<file path="src/rtl/id_ex_stage_if.sv">
// Bundle of the ID->EX stage signals: decode input, register-file read port,
// writeback snoop port and the EX-side output register.
interface id_ex_stage_if #(
  parameter int CTRL_W = 16
);
  logic              in_valid;
  logic              in_ready;
  logic [4:0]        in_rs1;
  logic [4:0]        in_rs2;
  logic [4:0]        in_rd;
  logic [31:0]       in_imm;
  logic [31:0]       in_pc;
  logic [CTRL_W-1:0] in_ctrl;

  logic [4:0]        Rreg1;
  logic [4:0]        Rreg2;
  logic [31:0]       Read1;
  logic [31:0]       Read2;

  logic              wb_we;
  logic [4:0]        wb_rd;
  logic [31:0]       wb_data;

  logic              flush;

  logic              out_valid;
  logic              out_ready;
  logic [31:0]       out_rs1_val;
  logic [31:0]       out_rs2_val;
  logic [4:0]        out_rs1;
  logic [4:0]        out_rs2;
  logic [4:0]        out_rd;
  logic [31:0]       out_imm;
  logic [31:0]       out_pc;
  logic [CTRL_W-1:0] out_ctrl;

  modport slave (
    input  in_valid, in_rs1, in_rs2, in_rd, in_imm, in_pc, in_ctrl,
    input  Read1, Read2, wb_we, wb_rd, wb_data, flush, out_ready,
    output in_ready, Rreg1, Rreg2,
    output out_valid, out_rs1_val, out_rs2_val, out_rs1, out_rs2, out_rd,
    output out_imm, out_pc, out_ctrl
  );

  modport master (
    output in_valid, in_rs1, in_rs2, in_rd, in_imm, in_pc, in_ctrl,
    output Read1, Read2, wb_we, wb_rd, wb_data, flush, out_ready,
    input  in_ready, Rreg1, Rreg2,
    input  out_valid, out_rs1_val, out_rs2_val, out_rs1, out_rs2, out_rd,
    input  out_imm, out_pc, out_ctrl
  );
endinterface

</file>
<file path="src/rtl/id_ex_stage.sv">
// ID->EX operand-fetch register with writeback bypass/snoop and flush; 1-cycle latency,
// single entry (in_ready = !out_valid || out_ready). LOAD_USE_STALL_EN adds a load-use bubble.
module id_ex_stage #(
  parameter int CTRL_W   = 16,
  parameter int LOAD_BIT = 0
) (
  input  logic         CLK,
  input  logic         RST_N,
  id_ex_stage_if.slave bus
);

  if (LOAD_BIT < 0 || LOAD_BIT >= CTRL_W) begin : g_bad_load_bit
    $error("id_ex_stage: LOAD_BIT outside ctrl bundle");
  end

  logic              r_valid;
  logic [31:0]       r_rs1_val;
  logic [31:0]       r_rs2_val;
  logic [4:0]        r_rs1;
  logic [4:0]        r_rs2;
  logic [4:0]        r_rd;
  logic [31:0]       r_imm;
  logic [31:0]       r_pc;
  logic [CTRL_W-1:0] r_ctrl;

  logic        w_wb_live;
  logic [31:0] w_op1;
  logic [31:0] w_op2;
  logic        w_hazard;
  logic        w_in_ready;
  logic        w_load;
  logic        w_hold;

  // x0 never forwards: the register file already returns zero for it
  assign w_wb_live = bus.wb_we && (bus.wb_rd != 5'd0);
  assign w_op1     = (w_wb_live && bus.wb_rd == bus.in_rs1) ? bus.wb_data : bus.Read1;
  assign w_op2     = (w_wb_live && bus.wb_rd == bus.in_rs2) ? bus.wb_data : bus.Read2;

`ifdef LOAD_USE_STALL_EN
  assign w_hazard = bus.in_valid && r_valid && r_ctrl[LOAD_BIT] && (r_rd != 5'd0) &&
                    ((bus.in_rs1 == r_rd) || (bus.in_rs2 == r_rd));
`else
  assign w_hazard = 1'b0;
`endif

  assign w_in_ready = (!r_valid || bus.out_ready) && !w_hazard;
  assign w_load     = bus.in_valid && w_in_ready && !bus.flush;
  assign w_hold     = r_valid && !bus.out_ready;

  always_ff @(posedge CLK or negedge RST_N) begin
    if (!RST_N) begin
      r_valid   <= 1'b0;
      r_rs1_val <= '0;
      r_rs2_val <= '0;
      r_rs1     <= '0;
      r_rs2     <= '0;
      r_rd      <= '0;
      r_imm     <= '0;
      r_pc      <= '0;
      r_ctrl    <= '0;
    end else if (bus.flush) begin
      r_valid <= 1'b0;
    end else if (w_load) begin
      r_valid   <= 1'b1;
      r_rs1_val <= w_op1;
      r_rs2_val <= w_op2;
      r_rs1     <= bus.in_rs1;
      r_rs2     <= bus.in_rs2;
      r_rd      <= bus.in_rd;
      r_imm     <= bus.in_imm;
      r_pc      <= bus.in_pc;
      r_ctrl    <= bus.in_ctrl;
    end else if (w_hold) begin
      // Keep held operands current while EX is not taking them
      if (w_wb_live && bus.wb_rd == r_rs1) r_rs1_val <= bus.wb_data;
      if (w_wb_live && bus.wb_rd == r_rs2) r_rs2_val <= bus.wb_data;
    end else if (r_valid && bus.out_ready) begin
      r_valid <= 1'b0;
    end
  end

  assign bus.in_ready    = w_in_ready;
  assign bus.Rreg1       = bus.in_rs1;
  assign bus.Rreg2       = bus.in_rs2;
  assign bus.out_valid   = r_valid;
  assign bus.out_rs1_val = r_rs1_val;
  assign bus.out_rs2_val = r_rs2_val;
  assign bus.out_rs1     = r_rs1;
  assign bus.out_rs2     = r_rs2;
  assign bus.out_rd      = r_rd;
  assign bus.out_imm     = r_imm;
  assign bus.out_pc      = r_pc;
  assign bus.out_ctrl    = r_ctrl;

endmodule
</file>
<file path="src/flat_wrapper.sv">
// flat-port wrapper written by rule: the top's interface ports become plain ports
module id_ex_stage_flat 
#(
  parameter int CTRL_W   = 16,
  parameter int LOAD_BIT = 0
)
  (CLK, RST_N, bus_in_valid, bus_in_rs1, bus_in_rs2, bus_in_rd, bus_in_imm, bus_in_pc, bus_in_ctrl, bus_Read1, bus_Read2, bus_wb_we, bus_wb_rd, bus_wb_data, bus_flush, bus_out_ready, bus_in_ready, bus_Rreg1, bus_Rreg2, bus_out_valid, bus_out_rs1_val, bus_out_rs2_val, bus_out_rs1, bus_out_rs2, bus_out_rd, bus_out_imm, bus_out_pc, bus_out_ctrl);
  id_ex_stage_if #(.CTRL_W(CTRL_W)) bus_i ();
  input  logic CLK;
  input  logic RST_N;
  input wire logic [$bits(bus_i.in_valid)-1:0] bus_in_valid;
  input wire logic [$bits(bus_i.in_rs1)-1:0] bus_in_rs1;
  input wire logic [$bits(bus_i.in_rs2)-1:0] bus_in_rs2;
  input wire logic [$bits(bus_i.in_rd)-1:0] bus_in_rd;
  input wire logic [$bits(bus_i.in_imm)-1:0] bus_in_imm;
  input wire logic [$bits(bus_i.in_pc)-1:0] bus_in_pc;
  input wire logic [$bits(bus_i.in_ctrl)-1:0] bus_in_ctrl;
  input wire logic [$bits(bus_i.Read1)-1:0] bus_Read1;
  input wire logic [$bits(bus_i.Read2)-1:0] bus_Read2;
  input wire logic [$bits(bus_i.wb_we)-1:0] bus_wb_we;
  input wire logic [$bits(bus_i.wb_rd)-1:0] bus_wb_rd;
  input wire logic [$bits(bus_i.wb_data)-1:0] bus_wb_data;
  input wire logic [$bits(bus_i.flush)-1:0] bus_flush;
  input wire logic [$bits(bus_i.out_ready)-1:0] bus_out_ready;
  output wire logic [$bits(bus_i.in_ready)-1:0] bus_in_ready;
  output wire logic [$bits(bus_i.Rreg1)-1:0] bus_Rreg1;
  output wire logic [$bits(bus_i.Rreg2)-1:0] bus_Rreg2;
  output wire logic [$bits(bus_i.out_valid)-1:0] bus_out_valid;
  output wire logic [$bits(bus_i.out_rs1_val)-1:0] bus_out_rs1_val;
  output wire logic [$bits(bus_i.out_rs2_val)-1:0] bus_out_rs2_val;
  output wire logic [$bits(bus_i.out_rs1)-1:0] bus_out_rs1;
  output wire logic [$bits(bus_i.out_rs2)-1:0] bus_out_rs2;
  output wire logic [$bits(bus_i.out_rd)-1:0] bus_out_rd;
  output wire logic [$bits(bus_i.out_imm)-1:0] bus_out_imm;
  output wire logic [$bits(bus_i.out_pc)-1:0] bus_out_pc;
  output wire logic [$bits(bus_i.out_ctrl)-1:0] bus_out_ctrl;
  assign bus_i.in_valid = bus_in_valid;
  assign bus_i.in_rs1 = bus_in_rs1;
  assign bus_i.in_rs2 = bus_in_rs2;
  assign bus_i.in_rd = bus_in_rd;
  assign bus_i.in_imm = bus_in_imm;
  assign bus_i.in_pc = bus_in_pc;
  assign bus_i.in_ctrl = bus_in_ctrl;
  assign bus_i.Read1 = bus_Read1;
  assign bus_i.Read2 = bus_Read2;
  assign bus_i.wb_we = bus_wb_we;
  assign bus_i.wb_rd = bus_wb_rd;
  assign bus_i.wb_data = bus_wb_data;
  assign bus_i.flush = bus_flush;
  assign bus_i.out_ready = bus_out_ready;
  assign bus_in_ready = bus_i.in_ready;
  assign bus_Rreg1 = bus_i.Rreg1;
  assign bus_Rreg2 = bus_i.Rreg2;
  assign bus_out_valid = bus_i.out_valid;
  assign bus_out_rs1_val = bus_i.out_rs1_val;
  assign bus_out_rs2_val = bus_i.out_rs2_val;
  assign bus_out_rs1 = bus_i.out_rs1;
  assign bus_out_rs2 = bus_i.out_rs2;
  assign bus_out_rd = bus_i.out_rd;
  assign bus_out_imm = bus_i.out_imm;
  assign bus_out_pc = bus_i.out_pc;
  assign bus_out_ctrl = bus_i.out_ctrl;
  id_ex_stage #(.CTRL_W(CTRL_W), .LOAD_BIT(LOAD_BIT)) u_core (.CLK(CLK), .RST_N(RST_N), .bus(bus_i));
endmodule
</file>
<file path="config.mk">
export PLATFORM = sky130hd
export DESIGN_NAME = id_ex_stage_flat
export DESIGN_NICKNAME = d
export VERILOG_FILES = /design/src/rtl/id_ex_stage_if.sv /design/src/rtl/id_ex_stage.sv /design/src/flat_wrapper.sv
export SDC_FILE = /design/constraint.sdc
export NUM_CORES = 1
export LEC_CHECK = 0
export CAP_MARGIN = 20
export CORE_MARGIN = 2
export CORE_UTILIZATION = 30
export CTS_CLUSTER_DIAMETER = 200
export DETAILED_ROUTE_END_ITERATION = 8
export GPL_TIMING_DRIVEN = 0
export PLACE_DENSITY = 0.64
export SETUP_SLACK_MARGIN = 0.1
export SYNTH_ARGS = -nofsm -noshare
export SYNTH_HDL_FRONTEND = slang
export SYNTH_SLANG_ARGS = --single-unit
</file>
<file path="constraint.sdc">
create_clock -name CLK -period 1.9 [get_ports CLK]
set_input_delay 0.475 -clock CLK [delete_from_list [all_inputs] [get_ports CLK]]
set_output_delay 0.475 -clock CLK [all_outputs]
set_load 0.05 [all_outputs]
</file>
Word level (Yosys, flattened, before mapping):

Index checks and enable logic that the tools add are counted.

* register bits: 160
* latch bits: 0
* bits in writable memories: 0
* memory bits (read-only): 0
* input bits: 202
* output and inout bits: 171
* logic and storage cells: 49
* memories kept: 0

* add/sub/neg operators: 0
* multipliers: 0
* div/mod/pow operators: 0
* $lt $le $gt $ge: 0
* equality and inequality tests: 5
* shift-type cells: 0
* multiplexer cells: 12
* bitwise logic cells: 1
* reductions and logical operators: 22

Operator list (number)
* $mux W32: 8
* $eq A5 B5 Y1: 4
* $logic_and A1 B1 Y1: 9
* $reduce_and A3 Y1: 2
* $reduce_bool A2 Y1: 3
* $reduce_bool A5 Y1: 1
* $mux W1: 4
* $reduce_and A2 Y1: 2
* $logic_not A1 Y1: 3
* $ne A3 B2 Y1 const B: 1
* $reduce_bool A3 Y1: 1
* $logic_or A1 B1 Y1: 1
* $not A1 Y1: 1

Depth between registers and ports, before layout:

* depth after elaboration: 6
* mapped depth: 7
* gate-level depth less buffers: 5

Worst setup path after synthesis:

No wires, ideal clock.

* path kind: register to register
* from: register u_core.r_valid (netlist: u_core.bus.out_valid)
* to: register u_core.r_rs1_val[0] (netlist: u_core.bus.out_rs1_val[0])
* setup time: 125 ps
* arrival: 2187 ps
* data required time: 1775 ps
* slack: -412 ps
* cell stages (with the launch flop): 7
* path buffers: 1
* period minus slack after synthesis: 2312 ps
* cells stage by stage: dfrtp_1 -> nor2b_1 -> inv_1 -> nand2_1 -> a21oi_1 -> buf_2 -> mux2_4

* word-level cells in the longest chain between the ends: 6
* elaborated cells on any way between the ends: 9
* classes of those cells: mux (1); reduce/logical (8)

RTL lines
* start, declared: line id_ex_stage.sv:16 `logic r_valid;`
* start signal, assigned: line id_ex_stage.sv:52 `r_valid <= 1'b0;`
* start signal, assigned: line id_ex_stage.sv:62 `r_valid <= 1'b0;`
* start signal, assigned: line id_ex_stage.sv:64 `r_valid <= 1'b1;`
* $logic_not A1 Y1 (*): line id_ex_stage.sv:46 `assign w_in_ready = (!r_valid || bus.out_ready) && !w_hazard;`
* $logic_or A1 B1 Y1 (*): line id_ex_stage.sv:46
* net bus_in_ready: line flat_wrapper.sv:25 `output wire logic [$bits(bus_i.in_ready)-1:0] bus_in_ready;`
* $logic_and A1 B1 Y1 (*) (2 in series): line id_ex_stage.sv:47 `assign w_load = bus.in_valid && w_in_ready && !bus.flush;`
* $reduce_bool A2 Y1 (no line)
* $reduce_and A3 Y1 (no line)
* end signal, assigned: line id_ex_stage.sv:65 `r_rs1_val <= w_op1;`
* end signal, assigned: line id_ex_stage.sv:75 `if (w_wb_live && bus.wb_rd == r_rs1) r_rs1_val <= bus.wb_data;`
* end, declared: line id_ex_stage.sv:17 `logic [31:0] r_rs1_val;`

Mark *: on every way through the listed nets, which the timed path passes. The rest lies on a longest branch.
A chain may end at the register's enable or synchronous reset.

Worst setup path after layout:

* from: input port bus_wb_rd[3]
* to: register u_core.r_rs2_val[6] (netlist: u_core.bus.out_rs2_val[6])

* word-level cells in the longest chain between the ends: 5
* elaborated cells on any way between the ends: 10
* classes of those cells: eq/ne (2); mux (2); reduce/logical (6)

RTL lines
* start, declared: line flat_wrapper.sv:21 `input wire logic [$bits(bus_i.wb_rd)-1:0] bus_wb_rd;`
* $reduce_bool A5 Y1: line id_ex_stage.sv:35 `assign w_wb_live = bus.wb_we && (bus.wb_rd != 5'd0);`
* $logic_and A1 B1 Y1: line id_ex_stage.sv:35
* $logic_and A1 B1 Y1, on equally long branches: line id_ex_stage.sv:76, id_ex_stage.sv:37
* $reduce_bool A2 Y1 (no line) or $mux W32 (tied branches)
* $reduce_and A3 Y1 (no line) or $mux W32 (tied branches)
* end signal, assigned: line id_ex_stage.sv:66 `r_rs2_val <= w_op2;`
* end signal, assigned: line id_ex_stage.sv:76 `if (w_wb_live && bus.wb_rd == r_rs2) r_rs2_val <= bus.wb_data;`
* end, declared: line id_ex_stage.sv:18 `logic [31:0] r_rs2_val;`

Several ways; a longest one is shown, not always the timed one.

==> flow_metrics.py <==
metrics = {
    "floorplanning": {
        "die_width_um": 163,
        "site_rows": 58,
        "start_util": 0.302,
        "die-height_um": 163,
        "floorplan.core_area_um2": 25000,
        "floorplan.die_area_um2": 26400,
        "io-pin-count": 373,
    },
    "detailed_routing": {
        "wirelength_mm": 22.7,
        "route.vias.total": 5317,
        "post_dr_vias_cell": 4.39,
        "detail_route.iter0.violations": 159,
        "drtPass1Iterations": 4,
        "post_drt_wl_per_cell_um": 18.7,
        "antenna_violating_nets_post_route": 0,
        "drc": 0,
    },
    "cells_and_area": {
        "design_area_um2": 12700,
        "antenna-diode-count": 0,
        "drive_above_1_share": 0.513,
        "areaGrowthSynthToFinish_pct": 67.6,
        "nNetsFinal": 1070,
        "post_layout_nonfiller_instances": 1211,
    },
    "global_route": {
        "first_global_vias": 5779,
        "globalRoute.totalOverflow": 0,
        "grt_antenna_before_repair": 0,
        "wire_length_of_the_first_global_routing_pass_mm": 34.4,
        "grt_start_max_net_pins": 87,
        "grtUsageTotal": 0.170,
    },
    "logic_synthesis": {
        "yosysWarningCount": 0,
        "synth_compound_gate_area_share": 0.0111,
        "synth_area_leader_cell": "dfrtp_1",
        "synth.ff_latch_count": 160,
        "post_synth_num_cell_types": 21,
        "main_combinational_cell_family_by_area_after_synthesis": "multiplexers",
        "yosys.area_share.simple": 0.0103,
        "synth.yosys.seq_area_share": 0.531,
        "post_synth_most_frequent_cells": "dfrtp_1 (160), mux2_4 (120), mux2_2 (103)",
        "synth_largest_type_area_fraction": 0.531,
        "synth_top_flop_cell": "dfrtp_1",
        "synth-adder-area-share": 0,
        "synth.net_count": 663,
        "asyncSetResetFlopFracSynth": 1.00,
        "synth.most_common_cell": "dfrtp_1",
        "synth.mux.area_fraction": 0.392,
        "synth_edf_count": 0,
        "synth-xor-area-share": 0.0232,
        "syn_area_um2": 7550,
        "average_footprint_of_a_synthesized_cell_um2": 16.4,
        "syn_inst": 461,
        "synthTopCellsByArea": "dfrtp_1 (53%), mux2_4 (24%), mux2_2 (15%), xnor2_1 (1.6%), buf_6 (1.0%)",
    },
    "sta": {
        "timing.final.crit_share": 1.07,
        "period_needed_ps": 2040,
        "max_slew_margin": 0.588,
        "fmax_mhz": 491,
        "setup_violations": 63,
        "timing.final.hold_violations": 0,
        "clock-skew-final_ps": 9.76,
        "setup_slack_ps": -136,
        "timing_worst_slew_pin_value_ps": 618,
        "rsz_0062_raised_after_global_routing": "yes",
        "timing_max_transition_violations_final": 0,
    },
    "place": {
        "placement.cell_area_um2": 11700,
        "finalWeightedCongestion": 0.742,
        "placed_cells": 1159,
        "post-dp-hpwl_mm": 16.4,
        "io_buffers": 367,
    },
    "power_and_ir_drop": {
        "static-leakage-power_nw": 5.69,
        "power-per-cell-area_nw_per_um2": 1060,
        "vdd.ir_drop.worst_mv": 0.426,
    },
    "setup_path": {
        "worst-r2r-cell-count": 8,
        "req_time_crit_path_ps": 2200,
        "arrival_ps": 2340,
        "critPathMaxFanout": 7,
        "rrSetupSlack_ps": -80,
        "crit-reg2reg-capture": "u_core.bus.out_rs2_val[6]",
        "worstReg2RegStart": "u_core.bus.out_valid",
        "timing.critical_path.to_type": "register",
        "critPathLaunchType": "primary input",
        "setup.worst_path.class": "primary input to register",
    },
    "clock_tree": {
        "cts_buffers": 17,
        "clk_latency_ps": 420,
        "clock-root-buffer": "clkbuf_16",
        "clock_sinks": 160,
        "cts_hold_repair.buffers": 0,
        "ctsLongestPathBuffers": 2,
        "h_tree_depth_reported_by_cts": 4,
        "clk_pin_slew_worst_paths_ps": 70,
        "tritoncts_clock_tree": "built",
    },
    "status": {
        "run_status": "finished, violations left",
        "violated_checks": "setup timing",
    },
    "flow_run": {
        "max_cap_viol_count": 0,
    },
    "hold_path": {
        "holdCritPathClass": "primary input to asynchronous set/reset pin",
    },
}
[what timing repair did]
action	4_1_cts	5_1_grt
gates cloned	3	3
setup buffers	12	3
endpoints found under the setup margin	330	206
pin swaps	12	7
gates resized for setup	457	139
[stage by stage]
step	power (W)	hold slack (ps)	utilization	setup slack (ps)	setup TNS (ps)
floorplan	0.00782	179	-	-396	-39510
finish	0.0135	0.559	0.507	-136	-6140
global route	0.0140	39.1	0.507	-160	-8850
global placement	0.00989	489	0.467	-6680	-1226680
CTS	0.0137	25.7	0.511	-90.1	-4060
detailed placement	0.00992	492	0.468	-1280	-158430
[power by group]
group | switching (W) | total, W | internal (W) | leakage (nW)
combinational | 0.00322 | 0.00523 | 0.00201 | 3.49
clock | 0.00160 | 0.00386 | 0.00226 | 0.310
sequential | 0.000339 | 0.00436 | 0.00403 | 1.88
total | 0.00516 | 0.0135 | 0.00829 | 5.69
[sequential cells by signal (all words and copies together), names as in the netlist]
signal	count
u_core.bus.out_rs1_val	32
u_core.bus.out_rs2	5
u_core.bus.out_rd	5
u_core.bus.out_rs1	5
u_core.bus.out_pc	32
u_core.bus.out_rs2_val	32
u_core.bus.out_ctrl	16
u_core.bus.out_imm	32
u_core.bus.out_valid	1
[worst max-delay path by stage]
stage	slack (ps)	from	to	cells past startpoint
3_5_place_dp	-1280	bus_out_ready	u_core.bus.out_rs1_val[8]	7
6_report	-140	bus_wb_rd[3]	u_core.bus.out_rs2_val[6]	8
4_1_cts	-90	bus_wb_rd[2]	u_core.bus.out_rs1_val[7]	8
2_1_floorplan	-400	bus_wb_rd[2]	u_core.bus.out_rs1_val[0]	7
3_3_place_gp	-6680	RST_N	u_core.bus.out_ctrl[14]	1
5_1_grt	-160	u_core.bus.out_valid	u_core.bus.out_rs2_val[6]	8
[placed cells by master (no fill, tap or decap), drive strengths merged, types with 3 or more instances in the layout]
| master | netlist | layout |
|---|---|---|
| mux2 | 223 | 223 |
| clkdlybuf4s50 | 0 | 181 |
| dfrtp | 160 | 160 |
| clkdlybuf4s15 | 0 | 99 |
| clkbuf | 13 | 96 |
| buf | 24 | 55 |
| xnor2 | 14 | 14 |
| dlygate4sd2 | 0 | 11 |
| inv | 2 | 10 |
| xor2 | 6 | 6 |
| bufinv | 0 | 4 |
| nand2 | 3 | 3 |
| nor3 | 3 | 3 |
| a21oi | 3 | 3 |
[worst max-delay path: stages]
cell       delay (ps)
clkbuf_16         120
or4_4             540
o21ai_4           210
o31ai_4           100
buf_8             160
clkbuf_16         170
mux2_4            290
mux2_4            260
[cell families (layout without fill, tap and decap cells)]
group           Yosys count  after routing
mux                     223            223
simple gates             12             12
compound gates            7              7
xor+xnor                 20             20
flops                   160            160
buf+inv                  39            459
[routing by layer]
layer	up-vias	GRT usage	wire [um]
met5	-	0	0
met4	0	0.0479	308
met3	18	0.0581	1950
met2	203	0.292	11300
met1	2653	0.204	9080
li1	2443	-	-
[final cells by class]
class | count | area, um2
plain buffers | 36 | 499
clock buffers | 18 | 429
clock inverters | 14 | 215
fillers | 2204 | 12300
inverters | 2 | 10.0
multi-input cells | 262 | 3350
flip-flops and latches | 160 | 4000
well taps | 330 | 413
repair buffers | 389 | 3730
Note: power is estimated with default switching activity, not from simulation.
